## src/rtl/fpu_fpr_wb_if.sv

```systemverilog
// Issue, result-source and register-file write signals of the FPR write-back controller.
// The controller takes the slave side; the issue stage, FPU pipe and div/sqrt unit take the master side.
interface fpu_fpr_wb_if #(
  parameter int FPLEN = 16
);
  logic             issue_valid;
  logic             issue_fpwr;
  logic [4:0]       issue_rd;
  logic             rden0, rden1, rden2;
  logic [4:0]       raddr0, raddr1, raddr2;
  logic             a_valid;
  logic [4:0]       a_addr;
  logic [FPLEN-1:0] a_data;
  logic             a_stall;
  logic             b_valid;
  logic             b_ready;
  logic [4:0]       b_addr;
  logic [FPLEN-1:0] b_data;
  logic             wen0;
  logic [4:0]       waddr0;
  logic [FPLEN-1:0] wd0;
  logic [31:0]      pending;
  logic             hazard;

  modport master (
    output issue_valid, issue_fpwr, issue_rd,
    output rden0, rden1, rden2, raddr0, raddr1, raddr2,
    output a_valid, a_addr, a_data,
    output b_valid, b_addr, b_data,
    input  a_stall, b_ready, wen0, waddr0, wd0, pending, hazard
  );

  modport slave (
    input  issue_valid, issue_fpwr, issue_rd,
    input  rden0, rden1, rden2, raddr0, raddr1, raddr2,
    input  a_valid, a_addr, a_data,
    input  b_valid, b_addr, b_data,
    output a_stall, b_ready, wen0, waddr0, wd0, pending, hazard
  );
endinterface

```

## src/rtl/fpu_fpr_wb_ctl.sv

```systemverilog
// FP register-file write-port controller: merges pipe (A) and div/sqrt (B) results,
// buffers B in a small FIFO with a starvation guard, and tracks pending writes for RAW/WAW stalls.
module fpu_fpr_wb_ctl #(
  parameter int FPLEN      = 16,
  parameter int BDEPTH     = 2,
  parameter int STARVE_MAX = 4
) (
  input logic          clk,
  input logic          rst_l,
  fpu_fpr_wb_if.slave  bus
);
  localparam int AW = $clog2(BDEPTH);
  localparam int SW = $clog2(STARVE_MAX + 1);

  logic [4:0]       fifo_addr [BDEPTH];
  logic [FPLEN-1:0] fifo_data [BDEPTH];
  logic [AW:0]      wr_ptr, rd_ptr;
  logic             fifo_empty, fifo_full;
  logic             push, pop;

  logic [SW-1:0]    starve_left;
  logic             force_b, grant_a, grant_b;

  logic             wen_q;
  logic [4:0]       waddr_q;
  logic [FPLEN-1:0] wd_q;

  logic [31:0]      pending_q, pending_nxt;
  logic             hazard_raw, sb_set;

  assign fifo_empty = (wr_ptr == rd_ptr);
  assign fifo_full  = (wr_ptr[AW] != rd_ptr[AW]) && (wr_ptr[AW-1:0] == rd_ptr[AW-1:0]);

  // starve_left counts down A grants taken while B waits; zero forces the B head out.
  always_comb begin
    force_b = !fifo_empty && (starve_left == '0);
    grant_a = bus.a_valid && !force_b;
    grant_b = force_b || (!bus.a_valid && !fifo_empty);
    push    = rst_l && bus.b_valid && !fifo_full;
    pop     = grant_b;
  end

  assign bus.b_ready = rst_l && !fifo_full;
  assign bus.a_stall = rst_l && bus.a_valid && force_b;

  always_comb begin
    hazard_raw = (bus.rden0 && pending_q[bus.raddr0])
              || (bus.rden1 && pending_q[bus.raddr1])
              || (bus.rden2 && pending_q[bus.raddr2])
              || (bus.issue_fpwr && pending_q[bus.issue_rd]);
    sb_set     = bus.issue_valid && bus.issue_fpwr && !hazard_raw;
  end

  assign bus.hazard = rst_l && hazard_raw;

  // A new issue to the FPR being retired this cycle must stay pending, so set overrides clear.
  always_comb begin
    pending_nxt = pending_q;
    if (wen_q)
      pending_nxt[waddr_q] = 1'b0;
    if (sb_set)
      pending_nxt[bus.issue_rd] = 1'b1;
  end

  always_ff @(posedge clk) begin
    if (!rst_l) begin
      wr_ptr      <= '0;
      rd_ptr      <= '0;
      starve_left <= SW'(STARVE_MAX);
      wen_q       <= 1'b0;
      waddr_q     <= '0;
      wd_q        <= '0;
      pending_q   <= '0;
    end else begin
      if (push)
        wr_ptr <= wr_ptr + 1'b1;
      if (pop)
        rd_ptr <= rd_ptr + 1'b1;

      if (grant_b || fifo_empty)
        starve_left <= SW'(STARVE_MAX);
      else if (grant_a)
        starve_left <= starve_left - 1'b1;

      if (grant_a) begin
        wen_q   <= 1'b1;
        waddr_q <= bus.a_addr;
        wd_q    <= bus.a_data;
      end else if (grant_b) begin
        wen_q   <= 1'b1;
        waddr_q <= fifo_addr[rd_ptr[AW-1:0]];
        wd_q    <= fifo_data[rd_ptr[AW-1:0]];
      end else begin
        wen_q   <= 1'b0;
      end

      pending_q <= pending_nxt;
    end
  end

  always_ff @(posedge clk) begin
    if (push) begin
      fifo_addr[wr_ptr[AW-1:0]] <= bus.b_addr;
      fifo_data[wr_ptr[AW-1:0]] <= bus.b_data;
    end
  end

  assign bus.wen0    = wen_q;
  assign bus.waddr0  = waddr_q;
  assign bus.wd0     = wd_q;
  assign bus.pending = pending_q;
endmodule

```

## src/flat_wrapper.sv

```systemverilog
// flat-port wrapper written by rule: the top's interface ports become plain ports
module fpu_fpr_wb_ctl_flat 
#(
  parameter int FPLEN      = 16,
  parameter int BDEPTH     = 2,
  parameter int STARVE_MAX = 4
)
  (clk, rst_l, bus_issue_valid, bus_issue_fpwr, bus_issue_rd, bus_rden0, bus_rden1, bus_rden2, bus_raddr0, bus_raddr1, bus_raddr2, bus_a_valid, bus_a_addr, bus_a_data, bus_b_valid, bus_b_addr, bus_b_data, bus_a_stall, bus_b_ready, bus_wen0, bus_waddr0, bus_wd0, bus_pending, bus_hazard);
  fpu_fpr_wb_if #(.FPLEN(FPLEN)) bus_i ();
  input logic clk;
  input logic rst_l;
  input wire logic [$bits(bus_i.issue_valid)-1:0] bus_issue_valid;
  input wire logic [$bits(bus_i.issue_fpwr)-1:0] bus_issue_fpwr;
  input wire logic [$bits(bus_i.issue_rd)-1:0] bus_issue_rd;
  input wire logic [$bits(bus_i.rden0)-1:0] bus_rden0;
  input wire logic [$bits(bus_i.rden1)-1:0] bus_rden1;
  input wire logic [$bits(bus_i.rden2)-1:0] bus_rden2;
  input wire logic [$bits(bus_i.raddr0)-1:0] bus_raddr0;
  input wire logic [$bits(bus_i.raddr1)-1:0] bus_raddr1;
  input wire logic [$bits(bus_i.raddr2)-1:0] bus_raddr2;
  input wire logic [$bits(bus_i.a_valid)-1:0] bus_a_valid;
  input wire logic [$bits(bus_i.a_addr)-1:0] bus_a_addr;
  input wire logic [$bits(bus_i.a_data)-1:0] bus_a_data;
  input wire logic [$bits(bus_i.b_valid)-1:0] bus_b_valid;
  input wire logic [$bits(bus_i.b_addr)-1:0] bus_b_addr;
  input wire logic [$bits(bus_i.b_data)-1:0] bus_b_data;
  output wire logic [$bits(bus_i.a_stall)-1:0] bus_a_stall;
  output wire logic [$bits(bus_i.b_ready)-1:0] bus_b_ready;
  output wire logic [$bits(bus_i.wen0)-1:0] bus_wen0;
  output wire logic [$bits(bus_i.waddr0)-1:0] bus_waddr0;
  output wire logic [$bits(bus_i.wd0)-1:0] bus_wd0;
  output wire logic [$bits(bus_i.pending)-1:0] bus_pending;
  output wire logic [$bits(bus_i.hazard)-1:0] bus_hazard;
  assign bus_i.issue_valid = bus_issue_valid;
  assign bus_i.issue_fpwr = bus_issue_fpwr;
  assign bus_i.issue_rd = bus_issue_rd;
  assign bus_i.rden0 = bus_rden0;
  assign bus_i.rden1 = bus_rden1;
  assign bus_i.rden2 = bus_rden2;
  assign bus_i.raddr0 = bus_raddr0;
  assign bus_i.raddr1 = bus_raddr1;
  assign bus_i.raddr2 = bus_raddr2;
  assign bus_i.a_valid = bus_a_valid;
  assign bus_i.a_addr = bus_a_addr;
  assign bus_i.a_data = bus_a_data;
  assign bus_i.b_valid = bus_b_valid;
  assign bus_i.b_addr = bus_b_addr;
  assign bus_i.b_data = bus_b_data;
  assign bus_a_stall = bus_i.a_stall;
  assign bus_b_ready = bus_i.b_ready;
  assign bus_wen0 = bus_i.wen0;
  assign bus_waddr0 = bus_i.waddr0;
  assign bus_wd0 = bus_i.wd0;
  assign bus_pending = bus_i.pending;
  assign bus_hazard = bus_i.hazard;
  fpu_fpr_wb_ctl #(.FPLEN(FPLEN), .BDEPTH(BDEPTH), .STARVE_MAX(STARVE_MAX)) u_core (.clk(clk), .rst_l(rst_l), .bus(bus_i));
endmodule
```

## config.mk

```make
export PLATFORM = sky130hd
export DESIGN_NAME = fpu_fpr_wb_ctl_flat
export DESIGN_NICKNAME = d
export VERILOG_FILES = /design/src/rtl/fpu_fpr_wb_if.sv /design/src/rtl/fpu_fpr_wb_ctl.sv /design/src/flat_wrapper.sv
export SDC_FILE = /design/constraint.sdc
export NUM_CORES = 1
export LEC_CHECK = 0
export BUFFER_PORTS_ARGS = -buffer_cell sky130_fd_sc_hd__buf_2
export CAP_MARGIN = 30
export CELL_PAD_IN_SITES_DETAIL_PLACEMENT = 1
export CELL_PAD_IN_SITES_GLOBAL_PLACEMENT = 1
export CORE_UTILIZATION = 45
export CTS_BUF_LIST = sky130_fd_sc_hd__clkbuf_4 sky130_fd_sc_hd__clkbuf_8 sky130_fd_sc_hd__clkbuf_16
export CTS_CLUSTER_DIAMETER = 150
export DETAILED_ROUTE_END_ITERATION = 7
export GPL_TIMING_DRIVEN = 0
export PLACE_DENSITY_LB_ADDON = 0.1
export REMOVE_ABC_BUFFERS = 1
export SLEW_MARGIN = 0
export SYNTH_ARGS = -nofsm -noshare
export SYNTH_HDL_FRONTEND = slang
export SYNTH_SLANG_ARGS = --single-unit
```

## constraint.sdc

```tcl
create_clock -name clk -period 5.1 [get_ports clk]
set_input_delay 0 -clock clk [delete_from_list [all_inputs] [get_ports clk]]
set_output_delay 0 -clock clk [all_outputs]
set_load 0.02 [all_outputs]
```

==> out/qor_table.md, run 1 <==
| Stage | Metric | Reported |
|:---|:---|:---|
| die | Row cnt | 39 |
| worst setup path | Slowest CP cell | sky130_fd_sc_hd__nor4_4 |
| sta | Achievable clock frequency | 0.359 GHz |
| power and ir drop | Total power per unit cell area | 294 nW/um2 |
| grt | Most crowded layer after global routing | met2 |
| power and ir drop | Int Pwr | 1.47 mW |
| power and ir drop | Sw Share | 28.2% |
| grt | Largest net degree at the start of global routing | 54 |
| power and ir drop | Net switching power | 0.575 mW |
| die | Area of the placeable core | 11600 um2 |
| drt | Initial DRT Pass Iterations | 7 |
| synth | Number of flops mapped to enable cells by yosys | 42 |
| grt | Met1 GRT Util | 31.0% |
| cts | Clock H-tree levels | 3 |
| synth | Synthesized area divided by synthesized cell count | 11.4 um2 |
| die | Die area | 12500 um2 |
| sta | Worst setup skew after layout | 0.00938 ns |
| power and ir drop | Part of the total power dissipated in sequential elements | 46.5% |
| grt | Grt total ovfl | 0 |
| synth | Share of flip-flops with an asynchronous set or reset | 0% |
| cts | Clock transition at the registers of the reported paths | 0.07 ns |
| synth | Number of warnings reported in the yosys synthesis log | 0 |
| drt | Violation count after the first detailed-route iteration | 290 |
| sta | Actual slew at the worst max-slew pin | 0.786 ns |
| sta | Minimum clock period | 2.79 ns |
| synth | Number of different library cells in the post-synthesis netlist | 49 |
| sta | Max-slew headroom | 47.5% |
| power and ir drop | Maximum vdd ir drop | 333 uV |
| synth | Number of standard cells after synthesis | 476 |
| grt | Number of global-route vias before repair | 5090 |
| sta | Share of the clock period used by the worst path after layout | 54.7% |
| die | Initial core utilization | 46.8% |
| hold path | Hold crit path type | input port to flop |
| sta | Hold violation count in the final report | 0 |
| synth | Seq/Total Area, Yosys | 46.3% |
| grt | First-pass GRT wire length | 26.6 mm |
| power and ir drop | Comb pwr share | 20.0% |
| layout | Final core utilization | 60.0% |
| worst setup path | Class of the most critical setup path | flop to flop |
| flow run | Max-capacitance violation count | 0 |
| worst setup path | Critical Path End Type | flop |
| cts | Longest Clk Path Bufs | 2 |
| layout | Filler cell count in the final layout | 1226 |
| die | Die extent in y | 112 um |
| layout | Net total in the final layout | 700 |
| synth | Netlist area before placement | 5410 um2 |
| worst setup path | CP Launch Type | flop |
| worst setup path | Maximum single-stage delay on the critical path | 0.67 ns |
| sta | Final-report setup violation count | 0 |
| drt | Via density per instance | 5.96 |
| sta | Sum of negative setup slack | 0 ns |
| placement | Placer's final routability congestion estimate | 0.882 |
| cts | Root buffer cell | sky130_fd_sc_hd__clkbuf_16 |
| placement | Total of buffers placed on input and output ports | 127 |
| grt | M3 GR Usage | 4.35% |
| drt | Post-detailed-route DRC marker count | 12 |
| power and ir drop | Leak Pwr | 2.72 nW |
| worst setup path | Crit path arrival time | 3.06 ns |
| sta | Unrepaired setup endpoints after global routing | false |
| drt | ANT nets after route | 0 |
| drt | Per-cell routed wire length | 21.1 um |
| sta | Slew Limit Fails | 0 |
| worst setup path | Worst EP required | 5.37 ns |
| cts | TritonCTS clock tree | yes |
| drt | Via Count | 4618 |
| synth | Flop and latch count out of synthesis | 104 |
| cts | Worst-Skew Late Latency | 0.34 ns |
| cts | Number of clock sinks | 104 |
| cts | Clock buffers created by TritonCTS | 9 |
| status | Failing checks | design-rule violations |
| worst setup path | Series of cell instances along the critical path | mux4_2, mux2_2, a221oi_1, o22ai_2, nor4_4, a32o_1 |
| grt | Tot GR Track Use | 27.3% |
| placement | Number of placed instances, taps included | 715 |
| layout | Number of antenna diodes | 0 |
| cts | Number of setup buffers added after CTS | 0 |
| grt | Met2 track utilization from global routing | 51.9% |
| die | Die Span X | 112 um |
| placement | Detail Placement HPWL | 11.3 mm |
| synth | Dominant synthesized flop cell | sky130_fd_sc_hd__dfxtp_1 |
| grt | Antenna violations before repair | 0 |
| layout | Non-filler cells in the finished layout | 775 |
| power and ir drop | Clk pwr share | 33.5% |
| drt | Total routed wirelength | 16.4 mm |
| status | Status | finished with violations |
| layout | Layout area overhead | 28.2% |
| worst setup path | Crit Path Max Fanout | 8 |
| layout | Share of layout cells above drive strength 1 | 28.8% |
| die | IO Count | 128 |
-- final timing paths --
check | start | endpoint | slack, ns | depth (start not counted)
max | u_core.bus.pending[7]$_SDFF_PN0_ | u_core.bus.pending[0]$_SDFF_PN0_ | 2.31 | 6
min | rst_l | u_core.bus.wd0[0]$_SDFFE_PN0P_ | 0.05 | 2
max reg2reg | u_core.bus.pending[7]$_SDFF_PN0_ | u_core.bus.pending[0]$_SDFF_PN0_ | 2.31 | 6
min reg2reg | u_core.starve_left[0]$_SDFFE_PP0P_ | u_core.starve_left[0]$_SDFFE_PP0P_ | 0.42 | 1
-- state kept, by name, indices dropped and copies added (netlist names), named ones only --
register	count
u_core.bus.pending	32
u_core.bus.waddr0	5
u_core.bus.wd0	16
u_core.bus.wen0	1
u_core.fifo_addr	10
u_core.fifo_data	32
u_core.rd_ptr	2
u_core.starve_left	3
u_core.wr_ptr	2
-- cells by family after synthesis --
logic type | synth area share (%)
xor+xnor | 0.810
buf+inv | 3.26
flops | 46.3
compound gates | 15.2
simple gates | 14.6
mux | 19.4
fa+ha+maj | 0.463
-- placed cells by master, fill, tap and decap left out, types with 3 or more instances in the layout --
cell	Yosys	routed
sky130_fd_sc_hd__nor2b_1	6	6
sky130_fd_sc_hd__mux2i_1	42	42
sky130_fd_sc_hd__nor3b_1	7	7
sky130_fd_sc_hd__xnor2_1	4	4
sky130_fd_sc_hd__edfxtp_1	42	42
sky130_fd_sc_hd__nor3_1	10	10
sky130_fd_sc_hd__and3_1	3	3
sky130_fd_sc_hd__nor2_1	11	10
sky130_fd_sc_hd__nand2_1	85	85
sky130_fd_sc_hd__clkbuf_16	0	9
sky130_fd_sc_hd__mux2_2	5	5
sky130_fd_sc_hd__o22ai_1	4	4
sky130_fd_sc_hd__o221ai_1	3	3
sky130_fd_sc_hd__dlygate4sd3_1	0	43
sky130_fd_sc_hd__a32o_1	32	32
sky130_fd_sc_hd__mux4_1	8	8
sky130_fd_sc_hd__nand3_1	4	4
sky130_fd_sc_hd__nor4_4	4	4
sky130_fd_sc_hd__mux4_2	16	16
sky130_fd_sc_hd__dfxtp_1	62	62
sky130_fd_sc_hd__and2_1	4	4
sky130_fd_sc_hd__buf_2	6	128
sky130_fd_sc_hd__inv_1	5	5
sky130_fd_sc_hd__o211ai_1	21	21
sky130_fd_sc_hd__a21boi_0	23	22
sky130_fd_sc_hd__nand2b_1	7	6
sky130_fd_sc_hd__and3b_1	3	3
-- final cells by class --
type                            count  area, um2  share of cell area [%]
Clock buffer                       10        233                    3.36
Clock inverter                      6       60.1                   0.866
Inverter                            5       18.8                   0.271
Multi-Input combinational cell    329       2740                    39.5
Sequential cell                   104       2500                    36.1
Tap cell                          143        179                    2.58
Timing Repair Buffer              178       1200                    17.4
-- per-stage QoR --
stage	setup slack [ns]	total power, mW	hold WS [ns]	cell area (um2)
floorplan	2.21	1.17	0.0989	5250
detailed placement	2.30	1.34	0.192	6200
CTS	2.30	2.05	0.0242	6930
global route	2.22	2.13	0.0373	6940
finish	2.31	2.04	0.0484	6940
global placement	0.552	1.30	0.190	6070
-- what timing repair did --
action | 4_1_cts | 5_1_grt
hold endpoints to repair | 66 | 0
hold buffers | 43 | 0
gates resized for setup | 0 | 0
-- metal layers --
| metal | share of wire, % | vias up |
|---|---|---|
| li1 | - | 2143 |
| met1 | 40 | 2315 |
| met2 | 54 | 136 |
| met3 | 4.4 | 24 |
| met4 | 1.6 | 0 |
| met5 | 0 | - |
-- critical path, delay by kind of cell (launching register included) --
family	cells	cell delay, ns
AO/OA/AOI/OAI	3	0.86
multiplexers	2	0.78
AND/OR/NAND/NOR	1	0.67
flip-flops	1	0.40
-- cells in the mapped netlist (3+ instances only) --
master,number,share of area [%]
sky130_fd_sc_hd__o211ai_1,21,2.9
sky130_fd_sc_hd__and2_1,4,0.46
sky130_fd_sc_hd__and3b_1,3,0.49
sky130_fd_sc_hd__a32o_1,32,5.9
sky130_fd_sc_hd__dfxtp_1,62,23
sky130_fd_sc_hd__o22ai_1,4,0.46
sky130_fd_sc_hd__nand2b_1,7,0.81
sky130_fd_sc_hd__nor3b_1,7,0.97
sky130_fd_sc_hd__mux2i_1,42,7.8
sky130_fd_sc_hd__xnor2_1,4,0.65
sky130_fd_sc_hd__buf_1,7,0.49
sky130_fd_sc_hd__mux4_2,16,6.7
sky130_fd_sc_hd__nor4_4,4,1.6
sky130_fd_sc_hd__nand2_1,85,5.9
sky130_fd_sc_hd__nand3_1,4,0.37
sky130_fd_sc_hd__inv_1,5,0.35
sky130_fd_sc_hd__clkbuf_1,24,1.7
sky130_fd_sc_hd__nor3_1,10,0.93
sky130_fd_sc_hd__o221ai_1,3,0.49
sky130_fd_sc_hd__buf_2,6,0.56
sky130_fd_sc_hd__edfxtp_1,42,23
sky130_fd_sc_hd__and3_1,3,0.35
sky130_fd_sc_hd__nor2_1,11,0.76
sky130_fd_sc_hd__a21boi_0,23,3.2
sky130_fd_sc_hd__nor2b_1,6,0.69
sky130_fd_sc_hd__mux4_1,8,3.9
sky130_fd_sc_hd__mux2_2,5,1.0
-- power by group through the flow --
| stage | registers [mW] | clock network (mW) | logic [mW] |
|---|---|---|---|
| 2_1_floorplan | 0.990 | 0 | 0.180 |
| 3_3_place_gp | 0.971 | 0 | 0.328 |
| 3_5_place_dp | 0.967 | 0 | 0.375 |
| 4_1_cts | 0.949 | 0.694 | 0.402 |
| 5_1_grt | 0.955 | 0.736 | 0.440 |
| 6_report | 0.950 | 0.684 | 0.407 |
Power figures use the tool's default switching activity.
==> inputs of run 2 (changes only) <==
CORE_UTILIZATION = 38   (was 45)
clock period = 2.4 ns   (was 5.1 ns; I/O delays follow)
==> out/qor_table.md, run 2 (synthesized netlist as in run 1, its figures left out) <==
| Stage | Metric | Reported | Change |
|:---|:---|:---|:---|
| grt | Grt total ovfl | 0 | unchanged |
| status | Status | completed |  |
| cts | Number of clock sinks | 104 | unchanged |
| worst setup path | Series of cell instances along the critical path | mux4_2, mux4_2, nand2b_4, and4b_4, a211oi_2, nor2b_1, buf_4 |  |
| sta | Sum of negative setup slack | 0 ns | unchanged |
| power and ir drop | Leak Pwr | 2.80 nW | +3.0% |
| layout | Final core utilization | 52.0% | -7.9 points |
| cts | Clock H-tree levels | 3 | unchanged |
| placement | Number of placed instances, taps included | 752 | +5.2% |
| drt | Post-detailed-route DRC marker count | 0 | -12 |
| die | Die extent in y | 121 um | +8.7% |
| layout | Leading cell type in the layout, fill and taps excluded | sky130_fd_sc_hd__buf_2 |  |
| cts | TritonCTS clock tree | yes |  |
| grt | Antenna violations before repair | 0 | unchanged |
| cts | Root buffer cell | sky130_fd_sc_hd__clkbuf_16 |  |
| sta | Worst slack on hold paths | 0.103 ns | +0.0548 ns |
| hold path | Hold crit path type | input port to flop |  |
| power and ir drop | Overall power of the completed layout | 4.36 mW | +110% |
| grt | Number of global-route vias before repair | 4972 | -2.3% |
| layout | Share of layout cells above drive strength 1 | 35.9% | +7.1 points |
| sta | Unrepaired setup endpoints after global routing | true |  |
| layout | Layout area overhead | 33.5% |  |
| die | Die area | 14700 um2 | +18% |
| layout | Net total in the final layout | 714 | +2.0% |
| die | Area of the placeable core | 13900 um2 | +20% |
| cts | Clock transition at the registers of the reported paths | 0.07 ns | about the same |
| grt | First-pass GRT wire length | 26.6 mm | -0.11% |
| die | IO Count | 128 | unchanged |
| drt | Via Count | 4650 | +0.69% |
| drt | Violation count after the first detailed-route iteration | 203 | -30% |
| worst setup path | Worst EP required | 2.40 ns | -2.97 ns |
| cts | Clock buffers created by TritonCTS | 9 | unchanged |
| placement | Total of buffers placed on input and output ports | 127 | unchanged |
| sta | Worst setup skew after layout | 0.00640 ns | -0.00299 ns |
| layout | Area taken by multi-input logic gates | 2770 um2 | +1.0% |
| layout | Filler cell count in the final layout | 1505 | +23% |
| drt | Initial DRT Pass Iterations | 5 | -2 |
| worst setup path | CP dominant cell by count | sky130_fd_sc_hd__mux4_2 |  |
| placement | Detail Placement HPWL | 11.6 mm | +2.5% |
| drt | ANT nets after route | 0 | unchanged |
| worst setup path | Crit path arrival time | 2.40 ns | -0.66 ns |
| worst setup path | Crit Path Max Fanout | 6 | -2 |
| worst setup path | Total buffers and inverters traversed by the critical path | 1 | +1 |
| grt | Largest net degree at the start of global routing | 45 | -17% |
| drt | Total routed wirelength | 16.6 mm | +1.2% |
| sta | Max-slew headroom | 52.6% | +5.1 points |
| die | Initial core utilization | 39.0% | -7.8 points |
| flow run | Max-capacitance violation count | 0 | unchanged |
| worst setup path | Slowest CP cell | sky130_fd_sc_hd__mux4_2 |  |
| sta | Actual slew at the worst max-slew pin | 0.708 ns | -0.0782 ns |
| worst setup path | Critical Path End Type | primary output |  |
| sta | Hold violation count in the final report | 0 | unchanged |
| die | Row cnt | 43 | +10% |
| power and ir drop | Total power per unit cell area | 604 nW/um2 | +110% |
| cts | Longest Clk Path Bufs | 2 | unchanged |
| die | Die Span X | 121 um | +8.7% |
| worst setup path | Maximum single-stage delay on the critical path | 0.48 ns | -0.19 ns |
| drt | Via density per instance | 5.63 | -5.5% |
| sta | Final-report setup violation count | 0 | unchanged |
| placement | Placer's final routability congestion estimate | 0.830 | -5.8% |
| sta | Minimum clock period | 2.40 ns |  |
| worst setup path | Class of the most critical setup path | flop to primary output |  |
| power and ir drop | Maximum vdd ir drop | 473 uV | +42% |
| sta | Slew Limit Fails | 0 | unchanged |
| layout | Non-filler cells in the finished layout | 826 | +6.6% |
| worst setup path | Cell family with the largest share of critical-path delay | multiplexers |  |
| worst setup path | CP Launch Type | flop |  |
| cts | Worst-Skew Late Latency | 0.34 ns | about the same |
| grt | Tot GR Track Use | 23.6% | -3.7 points |
| layout | Sequential cell area | 2550 um2 | +2.0% |
| drt | Per-cell routed wire length | 20.0 um | -5.0% |
| sta | Share of the clock period used by the worst path after layout | 99.8% |  |
| sta | Achievable clock frequency | 0.417 GHz |  |
| layout | Commonest cells after routing, fill and taps aside | sky130_fd_sc_hd__buf_2, sky130_fd_sc_hd__nand2_1, sky130_fd_sc_hd__dlygate4sd3_1 |  |
| layout | Number of antenna diodes | 0 | unchanged |
## run 2: cell types whose count changed in the layout (fill, tap and decap cells not counted), moves of 4 or more
| cell | delta |
|---|---|
| sky130_fd_sc_hd__dfxtp_1 | -24 |
| sky130_fd_sc_hd__dfxtp_2 | +16 |
| sky130_fd_sc_hd__buf_4 | +10 |
| sky130_fd_sc_hd__dfxtp_4 | +8 |
| sky130_fd_sc_hd__mux4_1 | -5 |
| sky130_fd_sc_hd__mux4_2 | +5 |
| sky130_fd_sc_hd__buf_12 | +4 |
## run 2: worst paths after layout
check        cells after the start  slack, ns                          startpoint                            endpoint
min reg2reg                      1       0.42  u_core.starve_left[0]$_SDFFE_PP0P_  u_core.starve_left[0]$_SDFFE_PP0P_
max reg2reg                      8       0.01    u_core.bus.pending[3]$_SDFF_PN0_   u_core.bus.pending[24]$_SDFF_PN0_
max                              7      0.004    u_core.bus.pending[9]$_SDFF_PN0_                          bus_hazard
min                              4       0.10                         bus_b_valid       u_core.wr_ptr[0]$_SDFFE_PN0P_
## run 2: area by class of cell
type / count / area share, %
Clock buffer: 10 / 3.22
Inverter: 5 / 0.260
Timing Repair Buffer: 192 / 18.8
Sequential cell: 104 / 35.3
Clock inverter: 6 / 0.936
Tap cell: 180 / 3.12
Multi-Input combinational cell: 329 / 38.3
## run 2: timing repair
action	in CTS	in global routing
endpoints found under the hold margin	66	0
hold buffers	43	0
pin swaps	8	2
setup endpoints to repair	33	33
setup buffers	15	0
gates resized for setup	44	5
## run 2: worst min-delay path, stage by stage
cell and delay (ns):
sky130_fd_sc_hd__buf_2 0.10, sky130_fd_sc_hd__nand2_1 0.09, sky130_fd_sc_hd__and2_1 0.13, sky130_fd_sc_hd__o21a_1 0.10
## run 2: power breakdown
| group | internal (mW) | total [mW] | leakage (nW) | switching [mW] |
|---|---|---|---|---|
| registers | 1.92 | 2.00 | 0.905 | 0.0798 |
| clock network | 0.828 | 1.48 | 0.148 | 0.651 |
| logic | 0.386 | 0.880 | 1.74 | 0.494 |
| total | 3.14 | 4.36 | 2.80 | 1.23 |
## run 2: routing by layer
| metal | global-route usage (%) | vias up | part of all wire (%) |
|---|---|---|---|
| met3 | 3.34 | 22 | 4.7 |
| met4 | 7.95 | 0 | 1.8 |
| met2 | 42.8 | 149 | 52 |
| met1 | 28.4 | 2322 | 42 |
| li1 | - | 2157 | - |
| met5 | 0 | - | 0 |
## run 2: through the flow
step / cell area, um2 / setup slack (ns)
global placement: 6110 / -2.42
finish: 7220 / 0.00392
detailed placement: 6240 / -0.451
CTS: 7210 / 0.00626
floorplan: 5250 / -0.493
global route: 7220 / -0.0796
